[src/rtl/bitwise_logic_unit.sv]
// Two-stage pipelined WIDTH-bit bitwise logic unit with valid/ready handshake, tag passthrough and flush.
// Define BITWISE_LOGIC_UNIT_FLAGS_EN to build the eq/zero/ones flag path; otherwise the flag outputs are tied to 0.
module bitwise_logic_unit #(
    parameter int unsigned WIDTH = 64,
    parameter int unsigned TAG_W = 6
) (
    input  logic             clk,
    input  logic             rst_n,
    input  logic             flush,
    input  logic             in_valid,
    output logic             in_ready,
    input  logic [2:0]       in_op,
    input  logic [WIDTH-1:0] in_a,
    input  logic [WIDTH-1:0] in_b,
    input  logic [TAG_W-1:0] in_tag,
    output logic             out_valid,
    input  logic             out_ready,
    output logic [WIDTH-1:0] out_result,
    output logic [TAG_W-1:0] out_tag,
    output logic             out_eq,
    output logic             out_zero,
    output logic             out_ones
);

    typedef enum logic [2:0] {
        OP_AND   = 3'b000,
        OP_OR    = 3'b001,
        OP_XOR   = 3'b010,
        OP_XNOR  = 3'b011,
        OP_NAND  = 3'b100,
        OP_NOR   = 3'b101,
        OP_ANDN  = 3'b110,
        OP_PASSA = 3'b111
    } op_e;

    op_e              op;
    logic [WIDTH-1:0] op_result;
    logic             s1_valid, s2_valid;
    logic [WIDTH-1:0] s1_result, s2_result;
    logic [TAG_W-1:0] s1_tag, s2_tag;
    logic             s2_free, accept, s1_adv;

    assign op       = op_e'(in_op);
    assign s2_free  = !s2_valid || out_ready;
    assign in_ready = !flush && (!s1_valid || s2_free);
    assign accept   = in_valid && in_ready;
    assign s1_adv   = s1_valid && s2_free;

    always_comb begin
        op_result = in_a;
        case (op)
            OP_AND:   op_result = in_a & in_b;
            OP_OR:    op_result = in_a | in_b;
            OP_XOR:   op_result = in_a ^ in_b;
            OP_XNOR:  op_result = ~(in_a ^ in_b);
            OP_NAND:  op_result = ~(in_a & in_b);
            OP_NOR:   op_result = ~(in_a | in_b);
            OP_ANDN:  op_result = in_a & ~in_b;
            OP_PASSA: op_result = in_a;
            default:  op_result = in_a;
        endcase
    end

    // Flush wins over a simultaneous output handshake: the S2 result counts as undelivered.
    always_ff @(posedge clk or negedge rst_n) begin
        if (!rst_n) begin
            s1_valid <= 1'b0;
            s2_valid <= 1'b0;
        end else if (flush) begin
            s1_valid <= 1'b0;
            s2_valid <= 1'b0;
        end else begin
            if (s2_free)
                s2_valid <= s1_valid;
            if (accept)
                s1_valid <= 1'b1;
            else if (s1_adv)
                s1_valid <= 1'b0;
        end
    end

    always_ff @(posedge clk or negedge rst_n) begin
        if (!rst_n) begin
            s1_result <= '0;
            s1_tag    <= '0;
            s2_result <= '0;
            s2_tag    <= '0;
        end else begin
            if (accept) begin
                s1_result <= op_result;
                s1_tag    <= in_tag;
            end
            if (s1_adv) begin
                s2_result <= s1_result;
                s2_tag    <= s1_tag;
            end
        end
    end

    assign out_valid  = s2_valid;
    assign out_result = s2_result;
    assign out_tag    = s2_tag;

`ifdef BITWISE_LOGIC_UNIT_FLAGS_EN
    logic s1_eq, s2_eq, s2_zero, s2_ones;

    always_ff @(posedge clk or negedge rst_n) begin
        if (!rst_n) begin
            s1_eq   <= 1'b0;
            s2_eq   <= 1'b0;
            s2_zero <= 1'b0;
            s2_ones <= 1'b0;
        end else begin
            if (accept)
                s1_eq <= &(in_a ~^ in_b);
            if (s1_adv) begin
                s2_eq   <= s1_eq;
                s2_zero <= ~|s1_result;
                s2_ones <= &s1_result;
            end
        end
    end

    assign out_eq   = s2_eq;
    assign out_zero = s2_zero;
    assign out_ones = s2_ones;
`else
    assign out_eq   = 1'b0;
    assign out_zero = 1'b0;
    assign out_ones = 1'b0;
`endif

endmodule

[config.mk]
export PLATFORM = sky130hd
export DESIGN_NAME = bitwise_logic_unit
export DESIGN_NICKNAME = d
export VERILOG_FILES = /design/src/rtl/bitwise_logic_unit.sv
export SDC_FILE = /design/constraint.sdc
export NUM_CORES = 1
export LEC_CHECK = 0
export CELL_PAD_IN_SITES_DETAIL_PLACEMENT = 1
export CELL_PAD_IN_SITES_GLOBAL_PLACEMENT = 1
export CORE_UTILIZATION = 41
export CTS_CLUSTER_DIAMETER = 120
export CTS_CLUSTER_SIZE = 12
export DETAILED_ROUTE_END_ITERATION = 6
export GPL_TIMING_DRIVEN = 0
export HOLD_SLACK_MARGIN = 0.15
export PLACE_DENSITY_LB_ADDON = 0.1
export RECOVER_POWER = 50
export REMOVE_ABC_BUFFERS = 1
export SYNTH_ARGS = -nofsm -noshare
export SYNTH_HDL_FRONTEND = slang
export SYNTH_SLANG_ARGS = --single-unit
export TNS_END_PERCENT = 30
[constraint.sdc]
create_clock -name clk -period 1.73 [get_ports clk]
set_input_delay 0.173 -clock clk [delete_from_list [all_inputs] [get_ports clk]]
set_output_delay 0.173 -clock clk [all_outputs]
set_load 0.1 [all_outputs]
After elaboration in Yosys (flattened, before gate mapping)
Cells that the tools add are included.
Widths: inputs -> output; s select.
- register bits: 142
- bits of input ports: 142
- output and inout bits: 75
- equality and inequality tests: 7
- multiplexer cells: 6
- bitwise operators: 8
- reductions and logical operators: 11
- operator list (cell ; count):
    $pmux 64 s8 ; 1
    $not 64->64 ; 4
    $and 64x64->64 ; 2
    $or 64x64->64 ; 1
    $xor 64x64->64 ; 1
    $eq 3x3->1 const B ; 4
    $eq 3x2->1 const B ; 2
    $mux 1 ; 5
    $eq 3x1->1 const B ; 1
    $logic_and 1x1->1 ; 3
    $logic_not 1->1 ; 3
    $logic_not 3->1 ; 1
    $reduce_bool 3->1 ; 1
    $logic_or 1x1->1 ; 2
    $reduce_bool 2->1 ; 1

Depth between registers and ports, before layout
Gate-level depths: netlist (run 1).
- word-level depth: 7
- depth in mapped cells: 8

Least setup slack after synthesis (run 1)
OpenSTA, ideal clock, no wires.
- kind: flip-flop to output port
- start point: reg s2_valid (netlist: out_valid)
- end point: out in_ready
- arrival: 2.562 ns
- slack: -1.005 ns
- cell stages (with the launch flop): 3
- buffers on the path: 0
- path through: dfrtp_1 > nor2b_1 > a21oi_1
- word-level cells in the longest chain between the ends: 4
- RTL lines (element ; RTL line ; text):
    from (decl) ; 38 ; logic s1_valid, s2_valid;
    from (signal assigned) ; 74 ; s2_valid <= s1_valid;
    $logic_not 1->1 ; 44 ; assign s2_free = !s2_valid || out_ready;
    $logic_or 1x1->1 ; 44 ;
    $logic_or 1x1->1 ; 45 ; assign in_ready = !flush && (!s1_valid || s2_free);
    $logic_and 1x1->1 ; 45 ;
    to (decl) ; 11 ; output logic in_ready,
Every way passes these cells.

Worst setup path after layout (run 1)
- start point: reg s2_valid (netlist: out_valid)
- end point: reg s2_result[53] (netlist: out_result[53])
- word-level cells in the longest chain between the ends: 3
- RTL lines (element ; RTL line ; text):
    $logic_not 1->1 ; 44 ;
    $logic_or 1x1->1 ; 44 ;
    $logic_and 1x1->1 ; 47 ; assign s1_adv = s1_valid && s2_free;
    to (signal assigned) ; 94 ; s2_result <= s1_result;
    to (decl) ; 39 ; logic [WIDTH-1:0] s1_result, s2_result;
Every way passes these cells.
A chain may end at the register's enable or synchronous reset.

==> results of run 1 <==
report_power, final:
part	leakage [uW]	switching [uW]	internal, uW	total, uW
clock	0.000257	1550	2040	3590
combinational	0.00572	5120	2170	7290
sequential	0.00178	391	4040	4430
total	0.00776	7060	8250	15300
through the flow:
step | hold WS (ns) | power, uW
finish | 0.268 | 15300
global route | 0.284 | 16000
detailed placement | 0.277 | 11800
floorplan | -0.123 | 9430
global placement | 0.456 | 11800
CTS | 0.258 | 15300
what timing repair did:
item / in CTS / in global routing
hold buffers: 1 / 0
setup endpoints to repair: 212 / 90
pin swaps: 5 / 3
setup buffers: 7 / 7
cloned: 8 / 5
gates resized for setup: 225 / 6
hold endpoints to repair: 74 / 0
cells in the mapped netlist, types with 13 or more instances:
| cell type | count | share of area, % |
|---|---|---|
| buf_2 | 23 | 0.92 |
| buf_4 | 13 | 0.78 |
| a221oi_1 | 60 | 4.2 |
| mux2_2 | 70 | 6.3 |
| dfrtp_1 | 142 | 28 |
| inv_1 | 129 | 3.9 |
| o21ai_0 | 68 | 2.7 |
| nand2b_1 | 65 | 3.3 |
| mux2i_1 | 128 | 10 |
| buf_6 | 13 | 1.2 |
| ha_1 | 192 | 19 |
| nand2_1 | 210 | 6.3 |
| o21ai_1 | 120 | 4.8 |
| a22o_1 | 64 | 4.5 |
| clkbuf_1 | 51 | 1.5 |
worst max path at each step:
| stage | end | slack (ns) |
|---|---|---|
| 5_1_grt | s1_result[32] | 0.007 |
| 3_3_place_gp | s1_result[34] | -14.37 |
| 6_report | out_result[53] | 0.05 |
| 2_1_floorplan | out_result[0] | -1.89 |
| 3_5_place_dp | s1_result[57] | -1.04 |
| 4_1_cts | out_result[12] | -0.11 |
metal layers:
layer	routed length, um	global-route usage [%]
met5	17	0
met4	716	6.36
met3	1820	4.74
met2	19900	46.0
met1	17700	31.8
flip-flops by register name, summed over array words and instances (netlist names):
| name | flops |
|---|---|
| s1_valid | 1 |
| out_result | 64 |
| out_valid | 1 |
| out_tag | 6 |
| s1_tag | 6 |
| s1_result | 64 |
final cells by class:
| class | instances | area [um2] | area share, % |
|---|---|---|---|
| clock buffers | 21 | 460 | 2.87 |
| clock inverters | 10 | 91.3 | 0.569 |
| inverters | 129 | 484 | 3.01 |
| multi-input cells | 1005 | 7980 | 49.7 |
| flip-flops and latches | 142 | 3550 | 22.1 |
| well taps | 390 | 488 | 3.04 |
| repair buffers | 253 | 3000 | 18.7 |
kinds of logic (layout without fill, tap and decap cells):
group | Yosys count | in the layout | share of synthesized area [%]
compound gates | 324 | 325 | 17.2
fa+ha+maj | 192 | 192 | 19.2
buf+inv | 231 | 413 | 8.53
flops | 142 | 142 | 28.5
mux | 198 | 198 | 16.6
other cells | 1 | 3 | 0.0300
simple gates | 283 | 287 | 9.91
tightest hold or removal path, cell delays in order:
cell,delay (ns)
clkdlybuf4s50_1,0.40
nand2_1,0.05
nand2_1,0.04
==> out/results.tsv, run 1 <==
stage	metric	value	unit
status	status	completed	
worst_setup_path	CP Max Fanout	38	
logic_synthesis	Seq cells post-synth	142	
worst_setup_path	Critical Path Stages	4	
sta	Final Cycle Share	97.1	%
power	Leak Pwr	0.00776	uW
sta	fin. max-slew vios	0	
placed_design	placed instance area	0.0150	mm2
sta	Least-Margin Pin Slew	1.15	ns
flow_run	Max Cap Viol	0	
global_routing	first-pass GRT wire length	62600	um
global_routing	largest net degree at the start of global routing	76	
worst_setup_path	Crit. Startpoint	out_valid	
global_routing	total grt overflow	0	
logic_synthesis	Post-synth EDFFs	0	
clock_tree	clock-pin slew on the worst setup and hold paths	0.06	ns
worst_setup_path	CP cell instances	nor2b_4, nand2b_4, buf_16, mux2_2	
sta	Tmin final	1.68	ns
cells_and_area	Fillers	3362	
floorplanning	core area	0.0298	mm2
worst_setup_path	WP buf/inv	1	
cells_and_area	share of layout cells above drive strength 1	15.1	%
logic_synthesis	Top FF cell, synth	dfrtp_1	
worst_setup_path	setup slack, reg-to-reg	0.05	ns
hold_path	Hold Path Stages	3	
cells_and_area	fin cells	1950	
clock_tree	Clock Tree Root	clkbuf_16	
floorplanning	width of the die	177	um
logic_synthesis	Yosys cell types	26	
worst_setup_path	crit start category	flip-flop	
worst_setup_path	worst reg2reg startpoint	out_valid	
sta	RSZ-0062 raised after global routing	no	
worst_setup_path	max incr delay on CP	0.37	ns
floorplanning	# rows	63	
cells_and_area	nets	1882	
logic_synthesis	Cells after Synth	1371	
sta	final worst slack	0.0508	ns
clock_tree	Longest Clk Path Bufs	2	
placed_design	dpl hpwl	23500	um
routing	TritonRoute pass-1 iters	5	
floorplanning	IO Count	217	
hold_path	Tightest Hold Check Type	input port to flip-flop	
sta	max-slew headroom at the worst pin	23.2	%
clock_tree	CTS tree	done	
placed_design	Buffers on Ports	213	
routing	WL final	40200	um
sta	TNS Setup	0	ns
floorplanning	Die Ht	177	um
routing	Detail Route Antenna Nets	0	
worst_setup_path	critical path class	flip-flop to flip-flop	
worst_setup_path	R2R cell count	4	
clock_tree	cts bufs inserted	17	
floorplanning	Die Area	0.0312	mm2
global_routing	vias in the first global route	11400	
logic_synthesis	Post-synth ARST share	100	%
hold_path	Hold Path Origin	in_tag[1]	
cells_and_area	commonest non-fill, non-tap cell in the layout	nand2_1	
placed_design	Placer Congestion	0.741	
logic_synthesis	sequential cell area fraction in the yosys report	28.5	%
cells_and_area	Final Util	53.9	%
worst_setup_path	CP max stage cell	mux2_2	
hold_path	hold worst-path end	s1_tag[1]	
placed_design	Setup WS pre-CTS	-1.04	ns
cells_and_area	post-route cell area	0.0161	mm2
global_routing	Tot GR Track Use	25.8	%
power	Max IR drop VDD	0.000711	V
global_routing	antenna violations before repair	1	
routing	Via-to-Cell Ratio	5.52	
placed_design	placed cell count	1891	
worst_setup_path	Worst EP arrival	2.00	ns
logic_synthesis	Syn Area/Cell	9.11	um2
worst_setup_path	CP required	2.05	ns
sta	Final Setup Violations	0	
power	pwr dens	954	mW/mm2
worst_setup_path	RR Endpoint	out_result[53]	
clock_tree	Max H-tree Level	4	
clock_tree	worst-skew pair later-pin latency	0.43	ns
routing	DR iter-0 viols	464	
routing	DRC viols	0	
worst_setup_path	CP delay by family, top	simple AND/OR/NAND/NOR gates	
sta	Fmax	596	MHz
routing	vias	10800	
routing	WL/cell	20.6	um
cells_and_area	Layout area overhead	28.6	%
cells_and_area	commonest non-fill, non-tap cells in the layout	nand2_1 (210), ha_1 (192), dfrtp_1 (141)	
sta	worst-case clock skew	0.00952	ns
clock_tree	clock sink count	142	
logic_synthesis	synthesized area	0.0125	mm2
worst_setup_path	crit path capture type	flip-flop	
floorplanning	Initial Util	41.9	%
sta	final hold vios	0	
logic_synthesis	yosys warns	0	
cells_and_area	# diodes	0	
Power figures use the tool's default switching activity.
==> run 2, diff against run 1 <==
==> constraint.sdc (replaced) <==
create_clock -name clk -period 1.8 [get_ports clk]
set_input_delay 0.18 -clock clk [delete_from_list [all_inputs] [get_ports clk]]
set_output_delay 0.18 -clock clk [all_outputs]
set_load 0.1 [all_outputs]
==> run 2 against run 1 <==
Core utilization fell by 1.1 points; clock skew shrank 0.00079 ns; flip-flop and latch count is the same; clock-buffer cell count stayed put; sequential share of layout area up 0.45 points; register-to-register slack worse by 0.02 ns; fmax fell by 5.3%; critical path type unchanged; final cell count decreased by 0.77%.
==> out/results.tsv, run 2 (synthesis results as in run 1) <==
stage	metric	value	unit	change
global_routing	total grt overflow	0		unchanged
clock_tree	clock sink count	142		unchanged
sta	Fmax	564	MHz	-5.3%
worst_setup_path	Worst EP arrival	2.09	ns	+0.09 ns
power	Max IR drop VDD	0.000679	V	-4.4%
floorplanning	# rows	63		unchanged
worst_setup_path	critical path class	flip-flop to flip-flop		
global_routing	vias in the first global route	11400		-0.044%
cells_and_area	FF+latch area	0.00355	mm2	unchanged
cells_and_area	Layout area overhead	26.1	%	
routing	vias	10600		-1.9%
sta	Final Setup Violations	0		unchanged
cells_and_area	nets	1867		-0.80%
sta	max-slew headroom at the worst pin	23.7	%	+0.44 points
placed_design	Placer Congestion	0.741		unchanged
clock_tree	Longest Clk Path Bufs	2		unchanged
cells_and_area	commonest non-fill, non-tap cell in the layout	nand2_1		
floorplanning	Initial Util	41.9	%	unchanged
sta	RSZ-0062 raised after global routing	yes		
clock_tree	worst-skew pair later-pin latency	0.43	ns	about the same
flow_run	Max Cap Viol	0		unchanged
worst_setup_path	crit start category	flip-flop		
clock_tree	cts bufs inserted	17		unchanged
sta	hold slack	0.277	ns	+0.00872 ns
routing	DR iter-0 viols	387		-17%
global_routing	Tot GR Track Use	25.5	%	-0.35 points
power	pwr dens	924	mW/mm2	-3.1%
floorplanning	Die Ht	177	um	unchanged
cells_and_area	Fillers	3391		+0.86%
global_routing	antenna violations before repair	1		unchanged
worst_setup_path	CP Max Fanout	16		-58%
status	status	completed		
cells_and_area	post-route cell area	0.0157	mm2	-2.0%
cells_and_area	commonest non-fill, non-tap cells in the layout	nand2_1 (210), ha_1 (192), dfrtp_1 (141)		
floorplanning	IO Count	217		unchanged
global_routing	largest net degree at the start of global routing	76		unchanged
routing	WL/cell	19.9	um	-3.6%
placed_design	dpl hpwl	23500	um	unchanged
worst_setup_path	crit path capture type	flip-flop		
clock_tree	clock-pin slew on the worst setup and hold paths	0.06	ns	about the same
floorplanning	core area	0.0298	mm2	unchanged
global_routing	first-pass GRT wire length	61900	um	-1.2%
power	Leak Pwr	0.00764	uW	-1.5%
sta	worst-case clock skew	0.00873	ns	-0.000792 ns
placed_design	placed instance area	0.0150	mm2	unchanged
routing	Detail Route Antenna Nets	0		unchanged
power	total power	14500	uW	-5.1%
sta	fin. max-slew vios	0		unchanged
cells_and_area	# diodes	0		unchanged
cells_and_area	multi-input logic area	0.00796	mm2	-0.19%
clock_tree	CTS tree	done		
routing	Via-to-Cell Ratio	5.46		-1.1%
sta	Least-Margin Pin Slew	1.14	ns	-0.00661 ns
placed_design	Buffers on Ports	213		unchanged
floorplanning	Die Area	0.0312	mm2	unchanged
routing	TritonRoute pass-1 iters	4		-1
floorplanning	width of the die	177	um	unchanged
worst_setup_path	CP required	2.12	ns	+0.07 ns
sta	Final Cycle Share	98.5	%	+1.4 points
sta	Tmin final	1.77	ns	+0.0931 ns
clock_tree	Max H-tree Level	4		unchanged
clock_tree	Clock Tree Root	clkbuf_16		
routing	DRC viols	0		unchanged
cells_and_area	share of layout cells above drive strength 1	14.4	%	-0.76 points
hold_path	Tightest Hold Check Type	input port to flip-flop		
sta	final hold vios	0		unchanged
routing	WL final	38400	um	-4.3%
## run 2: changes by cell type in the layout (fill, tap and decap cells not counted), sizes merged
cell and delta:
a211o -1, clkbuf +12, buf -9, clkdlybuf4s15 -17
## run 2: worst paths after layout
| check | end | slack, ns | cells past startpoint | startpoint |
|---|---|---|---|---|
| setup / recovery | out_result[17] | 0.03 | 3 | out_valid |
| hold / removal | s1_tag[1] | 0.28 | 3 | in_tag[1] |
| setup reg to reg | out_result[17] | 0.03 | 3 | out_valid |
| hold reg to reg | s1_tag[2] | 0.48 | 2 | s1_tag[2] |
| max in group asynchronous | out_result[24] | 0.30 | 3 | rst_n |
| min in group asynchronous | s1_result[36] | 0.54 | 2 | rst_n |
## run 2: final cells by class
class	instances	area share [%]
multi-input cells	1004	50.6
flip-flops and latches	142	22.6
repair buffers	239	17.1
well taps	390	3.10
inverters	129	3.08
clock buffers	21	2.93
clock inverters	10	0.580
## run 2: layer usage
| layer | vias up | track usage [%] | routed length (um) |
|---|---|---|---|
| li1 | 5058 | - | - |
| met1 | 5261 | 31.1 | 16600 |
| met2 | 216 | 45.6 | 19500 |
| met3 | 26 | 4.78 | 1990 |
| met4 | 2 | 6.25 | 384 |
| met5 | - | 0 | 17 |
## run 2: through the flow
stage | setup slack (ns) | TNS [ns] | instances | utilization [%]
4_1_cts | -0.0509 | -0.0509 | 1934 | 53.1
5_1_grt | -0.0318 | -0.299 | 1935 | 52.8
3_5_place_dp | -0.974 | -102.12 | 1891 | 50.3
2_1_floorplan | -1.82 | -221.92 | 1271 | -
6_report | 0.0278 | 0 | 1935 | 52.8
3_3_place_gp | -14.31 | -1970.43 | 1874 | 48.8
## run 2: repair_timing
action / CTS / global route
setup endpoints to repair: 206 / 83
cloned: 7 / 1
endpoints found under the hold margin: 74 / 0
buffers inserted: 4 / 0
gates resized for setup: 205 / 22
pin swaps: 4 / 1
hold buffers: 1 / 0
## run 2: report_power, final
part | total, uW | internal [uW] | switching [uW]
Sequential | 4260 | 3880 | 374
Combinational | 6850 | 1970 | 4880
Clock | 3440 | 1960 | 1480
## run 2: critical path, cell delays in order (launching register included)
cell and delay [ns]:
dfrtp_1 0.36, nor2b_4 0.32, nand2b_2 0.57, mux2_2 0.40
